[src/rtl/countdown_timer.sv]
// Loadable down-counter with IDLE/RUN/DONE control, one-cycle Expire pulse and optional autoreload.
// Optional tick prescaler is built only when COUNTDOWN_TIMER_PRESCALE_EN is defined.
module countdown_timer #(
  parameter int unsigned width      = 32,
  parameter int unsigned autoreload = 0
`ifdef COUNTDOWN_TIMER_PRESCALE_EN
  ,
  parameter int unsigned prescale   = 4
`endif
) (
  input  logic             Clock,
  input  logic             Reset,
  input  logic             Load,
  input  logic [width-1:0] In,
  input  logic             Enable,
  output logic [width-1:0] Count,
  output logic             Busy,
  output logic             Expire,
  output logic             Zero
);

  typedef enum logic [1:0] {
    IDLE = 2'd0,
    RUN  = 2'd1,
    DONE = 2'd2
  } state_t;

  state_t             state;
  state_t             state_nx;
  logic [width-1:0]   count_nx;
  logic [width-1:0]   reload;
  logic [width-1:0]   reload_nx;
  logic               busy_nx;
  logic               expire_nx;
  logic               tick_c;

`ifdef COUNTDOWN_TIMER_PRESCALE_EN
  localparam int unsigned PW = (prescale > 1) ? $clog2(prescale) : 1;
  logic [PW-1:0] pre;
  logic [PW-1:0] pre_nx;
`endif

  // Next-state, next-count and reload selection; Load wins over everything.
  always_comb begin
    state_nx  = state;
    count_nx  = Count;
    reload_nx = reload;
`ifdef COUNTDOWN_TIMER_PRESCALE_EN
    pre_nx    = pre;
    tick_c    = Enable && (pre == PW'(prescale - 1));
`else
    tick_c    = Enable;
`endif
    if (Load) begin
      count_nx  = In;
      reload_nx = In;
      state_nx  = (In != '0) ? RUN : IDLE;
`ifdef COUNTDOWN_TIMER_PRESCALE_EN
      pre_nx    = '0;
`endif
    end else begin
      case (state)
        RUN: begin
`ifdef COUNTDOWN_TIMER_PRESCALE_EN
          if (Enable) pre_nx = tick_c ? '0 : pre + PW'(1);
`endif
          if (tick_c) begin
            // Count <= 1 also catches a stray zero so the counter never wraps.
            if (Count <= width'(1)) begin
              count_nx = '0;
              state_nx = DONE;
            end else begin
              count_nx = Count - width'(1);
            end
          end
        end
        DONE: begin
`ifdef COUNTDOWN_TIMER_PRESCALE_EN
          pre_nx = '0;
`endif
          if ((autoreload != 0) && (reload != '0)) begin
            count_nx = reload;
            state_nx = RUN;
          end else begin
            count_nx = '0;
            state_nx = IDLE;
          end
        end
        default: begin
`ifdef COUNTDOWN_TIMER_PRESCALE_EN
          pre_nx   = '0;
`endif
          count_nx = '0;
          state_nx = IDLE;
        end
      endcase
    end
    busy_nx   = (state_nx == RUN);
    expire_nx = (state_nx == DONE);
  end

  always_ff @(posedge Clock) begin
    if (!Reset) begin
      state  <= IDLE;
      Count  <= '0;
      reload <= '0;
      Busy   <= 1'b0;
      Expire <= 1'b0;
`ifdef COUNTDOWN_TIMER_PRESCALE_EN
      pre    <= '0;
`endif
    end else begin
      state  <= state_nx;
      Count  <= count_nx;
      reload <= reload_nx;
      Busy   <= busy_nx;
      Expire <= expire_nx;
`ifdef COUNTDOWN_TIMER_PRESCALE_EN
      pre    <= pre_nx;
`endif
    end
  end

  assign Zero = (Count == '0);

endmodule

[config.mk]
export PLATFORM = sky130hd
export DESIGN_NAME = countdown_timer
export DESIGN_NICKNAME = d
export VERILOG_FILES = /design/src/rtl/countdown_timer.sv
export SDC_FILE = /design/constraint.sdc
export NUM_CORES = 1
export LEC_CHECK = 0
export CORE_AREA = 2 2 80 82
export DETAILED_ROUTE_END_ITERATION = 6
export DIE_AREA = 0 0 82 84
export PLACE_DENSITY = 0.68
export SYNTH_ARGS = -nofsm -noshare
export SYNTH_HDL_FRONTEND = slang
export SYNTH_SLANG_ARGS = --single-unit
[constraint.sdc]
create_clock -name Clock -period 4.85 [get_ports Clock]
set_clock_uncertainty 0.15 [all_clocks]
set_input_delay 0.97 -clock Clock [delete_from_list [all_inputs] [get_ports Clock]]
set_output_delay 0.97 -clock Clock [all_outputs]
set_load 0.01 [all_outputs]
==> summary by stage, run 1 <==
Timing
Of the available clock period, the critical path in the final layout requires 77.7%. In the post-route analysis, the smallest setup slack over all paths is 1.08 ns. Derived from the worst setup path, the maximum achievable clock frequency is 0.265 GHz. The setup TNS is 0 ns. For the pin with the worst max-slew slack, the measured transition is 0.936 ns.

Setup repair after global routing left no endpoint under its margin. The count of final max-slew check failures is 0. Measured against its own limit, the worst slew margin works out to 37.4%. The post-route minimum period is 3.77 ns. The number of hold violations in the final report came to 0. The final number of setup-violating endpoints is 0.

CTS
The number of H-tree branching levels is 2. Once the clock tree was built, the setup fixing pass inserted 0 buffers. The tree built by TritonCTS fans out to 36 sinks.

TritonCTS built the clock tree. The number of buffers created by CTS is 5. After clock tree synthesis, the clock-pin slew on the worst setup and hold paths is 0.07 ns.

The root cell of the clock tree is sky130_fd_sc_hd__clkbuf_8. The buffer levels on the longest clock path is 2. Clock latency on the worst-skew pair, taken at its later pin, is 0.28 ns. After clock tree synthesis, the flow added hold-fix buffers numbering 0. Gates resized during post-CTS repair numbered 0.

Logic synthesis
The post-synth net total is 319. The mapped netlist covers 0.00232 sq mm. Yosys printed 0 warnings. By area the synthesized netlist is led by sky130_fd_sc_hd__dfxtp_1 (31%), sky130_fd_sc_hd__o21ai_0 (5.6%), sky130_fd_sc_hd__nand2_1 (4.7%), sky130_fd_sc_hd__nor4_4 (3.7%), sky130_fd_sc_hd__nor4_1 (3.5%). After synthesis, the mean cell area works out to 8.25 sq um. The most frequently used flop master after synthesis is sky130_fd_sc_hd__dfxtp_1. The sequential-to-total area share from yosys stat is 31.1%. The number of distinct library cell variants in the gate-level netlist after synthesis is 54. The instance count of the mapped netlist is 281.

The register bit total from synthesis is 36. The top cell type by area accounts for 31.1% of the synthesized area. The biggest area contributor in the post-synthesis netlist is sky130_fd_sc_hd__dfxtp_1.

The number of enable flip-flop cells after synthesis is 0. For this run, asynchronously set or reset flops after synthesis account for 0%.

Run
Max-cap violations in this run came to 0.

GRT
The total congestion overflow after global routing is 0. The global-route wire length before repair is 12600 um. The maximum number of pins on one net before global-route repair is 29. The total track usage is 23.1%. The via count of the first global-routing pass is 2505.

The initial antenna violation count is 0.

Worst setup path
On the critical path, the stage with the largest delay is an instance of sky130_fd_sc_hd__clkdlybuf4s50_1. The type of the setup path with the least slack is reg -> out. For the worst setup path, the data arrival time is 2.65 ns. STA classifies the critical path startpoint as a register. The critical path goes through inv_1 -> ha_1 -> nor4b_4 -> nand4_1 -> nor2_1 -> clkdlybuf4s50_1.

The type of destination of the critical path is an output pin. The delay of the slowest cell on the worst path is 0.56 ns. The data required time at the worst endpoint is 3.73 ns. In this run the worst path has a maximum fanout of 11.

Drt
In this run the remaining antenna-violating nets after routing total 0. Across all layers, the routed design uses 2574 vias. For this block, the initial DRC count from the detailed router was 218. In the routed design, unresolved DRC markers number 0. The first detailed-routing pass took 6 iterations. After detailed routing, the total wire length is 7610 um. The mean number of vias per cell is 6.17.

In the final routed layout, each cell accounts on average for 18.3 um.

Die
During I/O placement, the number of pins put on the boundary was 71. The die is 84 um tall. The width of the die is 82 um. The area enclosed by the die boundary is 0.00689 sq mm. The total area inside the core boundary comes to 0.00610 sq mm. The number of standard-cell rows in the floorplan is 29. The initial core utilization is 38.0%.

Place
Timing analysis after detailed placement gives a worst setup slack of 1.24 ns. Routability-driven placement finished with a final weighted congestion of 0.964. During placement, the flow inserted port buffers numbering 70. Detailed placement finished with a half-perimeter wire length of 5690 um.

Pwr
Across the VDD grid, the largest voltage drop is 0.000215 V. The cell leakage power is 1.06 nW. For this design the ratio of total power to cell area is 241 mW/mm^2.

Cells and area
The utilization after layout is 51.0%. The count of fill cells added during filler insertion is 617. From synthesis to final layout, the design area changed by 34.3%.

The number of antenna diodes in the final layout is 0. In the final layout, flip-flops and latches occupy 721 sq um. After the last flow step, the layout net total stands at 380. The share of cells above drive strength 1 is 7.35%. The total area of multi-input combinational cells is 0.00148 sq mm.

Worst hold path
The type of the most critical hold path is reg -> reg.

Status
The run finished with clean final reports.
## sequential cells by signal (all words and copies together), names as in the netlist
register  flops
Count        32
Expire        1
state         2
Busy          1
## Yosys cell counts (all sizes together), types with 3 or more instances
master and instances:
a22o 3, nand2b 3, o31ai 4, nand3 14
nor2b 8, and2 3, nor2 20, a21boi 7
o21ai 27, buf 8, nand4 9, inv 5
a222oi 5, o311ai 7, o211ai 3, dfxtp 36
nor4 19, nand2 30, a32oi 8, and3 4
clkbuf 12, or3 3, a22oi 7, nor3 12
## path summary, 6_finish.rpt
path | from | to | slack, ns | depth (start not counted)
setup reg to reg | Count[0] | Count[30] | 2.10 | 8
hold / removal | Count[14] | Count[14] | 0.39 | 2
hold reg to reg | Count[14] | Count[14] | 0.39 | 2
setup / recovery | Count[0] | Zero | 1.08 | 6
## worst max-delay path: cells and delay by family, from the launching register on
| family | cells | cell delay [ns] |
|---|---|---|
| simple gates | 3 | 1.05 |
| buf+inv | 2 | 0.69 |
| flops | 1 | 0.39 |
| fa+ha+maj | 1 | 0.24 |
## power by group
part / switching [mW] / total, mW / internal, mW
Clock: 0.101 / 0.194 / 0.0927
Sequential: 0.0298 / 0.342 / 0.312
Combinational: 0.109 / 0.215 / 0.106
Total: 0.240 / 0.750 / 0.510
## metrics by stage
| stage | hold slack [ns] | instances | total power, mW | cell area (sq um) |
|---|---|---|---|---|
| after floorplan | 0.382 | 281 | 0.465 | 2320 |
| after global placement | 0.373 | 412 | 0.560 | 3040 |
| after detailed placement | 0.376 | 412 | 0.561 | 3040 |
| after CTS | 0.385 | 417 | 0.750 | 3110 |
| after global routing | 0.423 | 417 | 0.788 | 3110 |
| final | 0.389 | 417 | 0.750 | 3110 |
## placed cells by master, fill, tap and decap left out, types with 3 or more instances in the layout
| cell type | n |
|---|---|
| sky130_fd_sc_hd__o311ai_0 | 4 |
| sky130_fd_sc_hd__nor4_1 | 13 |
| sky130_fd_sc_hd__clkbuf_8 | 5 |
| sky130_fd_sc_hd__a22oi_1 | 7 |
| sky130_fd_sc_hd__a222oi_1 | 5 |
| sky130_fd_sc_hd__nor2b_1 | 8 |
| sky130_fd_sc_hd__clkdlybuf4s50_1 | 70 |
| sky130_fd_sc_hd__nor3_1 | 9 |
| sky130_fd_sc_hd__buf_4 | 4 |
| sky130_fd_sc_hd__o311ai_1 | 3 |
| sky130_fd_sc_hd__o21ai_0 | 26 |
| sky130_fd_sc_hd__a32oi_1 | 7 |
| sky130_fd_sc_hd__dfxtp_1 | 36 |
| sky130_fd_sc_hd__o31ai_1 | 4 |
| sky130_fd_sc_hd__a21boi_0 | 3 |
| sky130_fd_sc_hd__or3_1 | 3 |
| sky130_fd_sc_hd__o211ai_1 | 3 |
| sky130_fd_sc_hd__nand3_1 | 14 |
| sky130_fd_sc_hd__and2_1 | 3 |
| sky130_fd_sc_hd__nand2_1 | 29 |
| sky130_fd_sc_hd__a22o_1 | 3 |
| sky130_fd_sc_hd__nand2b_1 | 3 |
| sky130_fd_sc_hd__nor2_1 | 19 |
| sky130_fd_sc_hd__a21boi_1 | 4 |
| sky130_fd_sc_hd__nor4_4 | 4 |
| sky130_fd_sc_hd__and3_1 | 4 |
| sky130_fd_sc_hd__inv_1 | 5 |
| sky130_fd_sc_hd__nand4_1 | 8 |
## per-layer routing
metal | GRT usage [%] | share of wire, % | up-vias
met2 | 35.3 | 49 | 134
met4 | 6.82 | 1.3 | 0
li1 | - | - | 1217
met3 | 3.68 | 7.5 | 9
met1 | 33.0 | 42 | 1214
met5 | 0 | 0 | -
## area by class of cell
class                           count  share of cell area [%]
Multi-Input combinational cell    220                    47.4
Timing Repair Buffer               74                    23.5
Sequential cell                    36                    23.2
Tap cell                           77                    3.10
Clock buffer                        5                    2.21
Inverter                            5                   0.603
## cells by family after synthesis
logic type                 synth area share (%)
DFF                                        31.1
and+or+nand+nor                            35.0
muxes                                     0.864
buffers and inverters                      5.18
adders and majority gates                  1.08
AOI/OAI and AO/OA                          26.7
Power figures use the tool's default switching activity.
==> run 2: changes to the inputs <==
==> constraint.sdc (replaced) <==
create_clock -name Clock -period 3.5 [get_ports Clock]
set_clock_uncertainty 0.15 [all_clocks]
set_input_delay 0.7 -clock Clock [delete_from_list [all_inputs] [get_ports Clock]]
set_output_delay 0.7 -clock Clock [all_outputs]
set_load 0.01 [all_outputs]
==> run 2 against run 1 <==
Worst setup slack got worse by 0.77 ns. Clock power is 60% higher. Die area stayed put. Count of clock-buffer cells in the layout is 3 higher. Highest routed layer unchanged. Critical endpoint unchanged. Worst hold slack worse by 0.010 ns. Sequential cell count stayed put. Sequential share of layout area shrank 0.38 points. First-iteration DRC count grew 10%.
==> summary by stage, run 2 (synthesis gave the netlist of run 1 again) <==
Timing
The setup TNS is 0 ns (unchanged). The worst path needs 3.19 ns of the cycle, external delays included. The final number of setup-violating endpoints is 0 (unchanged). The count of final max-slew check failures is 0 (unchanged). The number of hold violations in the final report is 0 (unchanged). The share of the cycle needed by the critical path after routing is 91.3%.

The headroom to the max-slew limit is 49.5% (was 37.4%). The fmax is 0.313 GHz. Setup repair after global routing missed its margin: no (unchanged). The transition time at the pin with the least slew margin is 0.755 ns (was 0.936 ns). The least setup slack across all paths after layout is 0.305 ns (was 1.08 ns).

Worst hold path
The type of the most critical hold path is reg -> reg (unchanged).

Run
The number of maximum-capacitance violations is 0 (unchanged).

Place
The count of input and output buffers was 70 (unchanged). The global placer's final weighted congestion is 0.908 (was 0.964). The placed wire-length estimate was 5820 um (was 5690 um). The pre-CTS setup slack is 0.542 ns (was 1.24 ns).

Worst setup path
The launching element of the worst setup path is Count[0] (unchanged). The type of destination of the critical path is an output pin (unchanged). The launching element type of the critical path is a register (unchanged). The termination of the worst setup path is Zero (unchanged). The arrival time at the worst endpoint was 2.34 ns (was 2.65 ns). The endpoint of the most critical register-to-register path is Count[19] (was Count[30]).

The maximum fanout along the worst path is 7 (was 11). The type of the setup path with the least slack is reg -> out (unchanged). The data required time at the worst endpoint came to 2.65 ns (was 3.73 ns).

The number of cells on the worst reg-to-reg path is 6 (was 8). The register-to-register path setup slack is 0.83 ns (was 2.10 ns). The start of the worst register-to-register path is Count[12] (was Count[0]).

CTS
The clock net sink count is 36 (unchanged). The number of H-tree branching levels is 2 (unchanged). The root cell of the clock tree is sky130_fd_sc_hd__clkbuf_8 (unchanged). The clock latency on the worst-skew pair is 0.29 ns (was 0.28 ns). The CTS tree is yes (unchanged).

The number of buffers created by CTS was 5 (unchanged). The buffer levels on the longest clock path is 2 (unchanged). The post-CTS setup buffer count was 0 (unchanged). The number of gates resized after cts was 0 (unchanged).

The clock transition at the registers of the reported paths is 0.07 ns (about the same). The number of buffers added to fix hold violations after cts is 0 (unchanged).

GRT
The global-route track usage on met1 came to 32.2% (was 33.0%). The maximum number of pins on one net before global-route repair is 22 (was 29). The total track usage was 23.4% (was 23.1%).

The total congestion overflow after global routing is 0 (unchanged). The via count of the first global-routing pass was 2452 (was 2505). The global-route wire length before repair was 12500 um (was 12600 um). The met2 routing resource usage after global routing is 36.7% (was 35.3%).

The global-route layer with the greatest usage is met2 (unchanged). The routing usage on met3 is 3.03% (was 3.68%). The initial antenna violation count is 0 (unchanged).

Die
The number of standard-cell rows in the floorplan is 29 (unchanged). The core region area is 0.00610 sq mm (unchanged). The die span in y is 84 um (unchanged). The initial core utilization is 38.0% (unchanged). The area enclosed by the die boundary was 0.00689 sq mm (unchanged). The I/O pin total is 71 (unchanged). The width of the die was 82 um (unchanged).

Cells and area
The utilization after layout is 51.9% (was 51.0%). The diode insertion count for antenna repair is 0 (unchanged). Registers with the highest flip-flop counts: Count: 32 flops, state: 2 flops (unchanged). The largest register by flop count is Count (unchanged). The leading cell type in the layout, fill and taps excluded is sky130_fd_sc_hd__clkdlybuf4s50_1 (unchanged). The flip-flop count of the largest register, all copies and words added is 32 (unchanged).

Most used cells in the layout excluding fill and tap cells: sky130_fd_sc_hd__clkdlybuf4s50_1 (70), sky130_fd_sc_hd__dfxtp_1 (36), sky130_fd_sc_hd__nand2_1 (29) (unchanged). The total number of nets in the final design was 384 (was 380). The area overhead of the layout relative to synthesis is 36.5% (was 34.3%). The share of cells above drive strength 1 is 8.65% (was 7.35%).

Pwr
The cell leakage power was 1.09 nW (was 1.06 nW). The power density relative to cell area was 344 mW/mm^2 (was 241 mW/mm^2). The post-route total power came to 1.09 mW (was 750 uW). The peak ir drop on the vdd network is 0.000167 V (was 0.000215 V).

Drt
The length of the first detailed-routing pass in iterations was 5 (was 6). The residual DRC count was 0 (unchanged). The aggregate routed wire length was 7910 um (was 7610 um). The final antenna-violating net count is 0 (unchanged). The total number of vias came to 2618 (was 2574). The routed wire length per instance is 18.7 um (was 18.3 um). The violation count after the first detailed-routing iteration came to 240 (was 218). The mean number of vias per cell came to 6.17 (about the same).

Status
Result of the run: finished clean (unchanged).
-- run 2: cell types whose count changed in the layout (fill, tap and decap cells not counted), sizes merged --
| cell | change |
|---|---|
| buf | +4 |
| clkbuf | +3 |
-- run 2: worst max-delay path: stages, from the launching register on --
cell	delay (ns)
sky130_fd_sc_hd__dfxtp_1	0.39
sky130_fd_sc_hd__inv_1	0.12
sky130_fd_sc_hd__ha_1	0.24
sky130_fd_sc_hd__nor4b_4	0.34
sky130_fd_sc_hd__nand4_1	0.17
sky130_fd_sc_hd__nor2_1	0.21
sky130_fd_sc_hd__clkdlybuf4s50_1	0.57
-- run 2: metal layers --
layer	vias to the layer above	routed length [um]	share of wire, %
li1	1225	-	-
met1	1241	3440	43
met2	138	3740	47
met3	14	565	7.1
met4	0	171	2.2
met5	-	0	0
-- run 2: worst min path at each step --
stage	start	end	slack (ns)	cells past startpoint
CTS	Count[14]	Count[14]	0.39	2
global placement	Count[12]	Count[12]	0.37	2
detailed placement	Count[12]	Count[12]	0.38	2
floorplan	Count[14]	Count[14]	0.38	2
finish	Count[14]	Count[14]	0.38	2
global route	Count[14]	Count[14]	0.42	2
-- run 2: cell type report --
cell class	count	area, sq um
repair buffers	78	761
flip-flops and latches	36	721
multi-input cells	220	1480
inverters	5	18.8
clock buffers	8	90.1
well taps	77	96.3
fillers	595	2930
-- run 2: power by group --
group	switching (mW)	total (mW)	leakage, nW	internal, mW
logic	0.154	0.303	0.746	0.149
registers	0.0409	0.473	0.296	0.432
clock network	0.150	0.311	0.0455	0.161
total	0.346	1.09	1.09	0.742
-- run 2: metrics by stage --
step | hold slack, ns | area [sq um] | std cells
floorplan | 0.382 | 2320 | 281
global route | 0.419 | 3160 | 424
global placement | 0.367 | 3070 | 416
CTS | 0.389 | 3160 | 424
finish | 0.379 | 3160 | 424
detailed placement | 0.382 | 3070 | 416
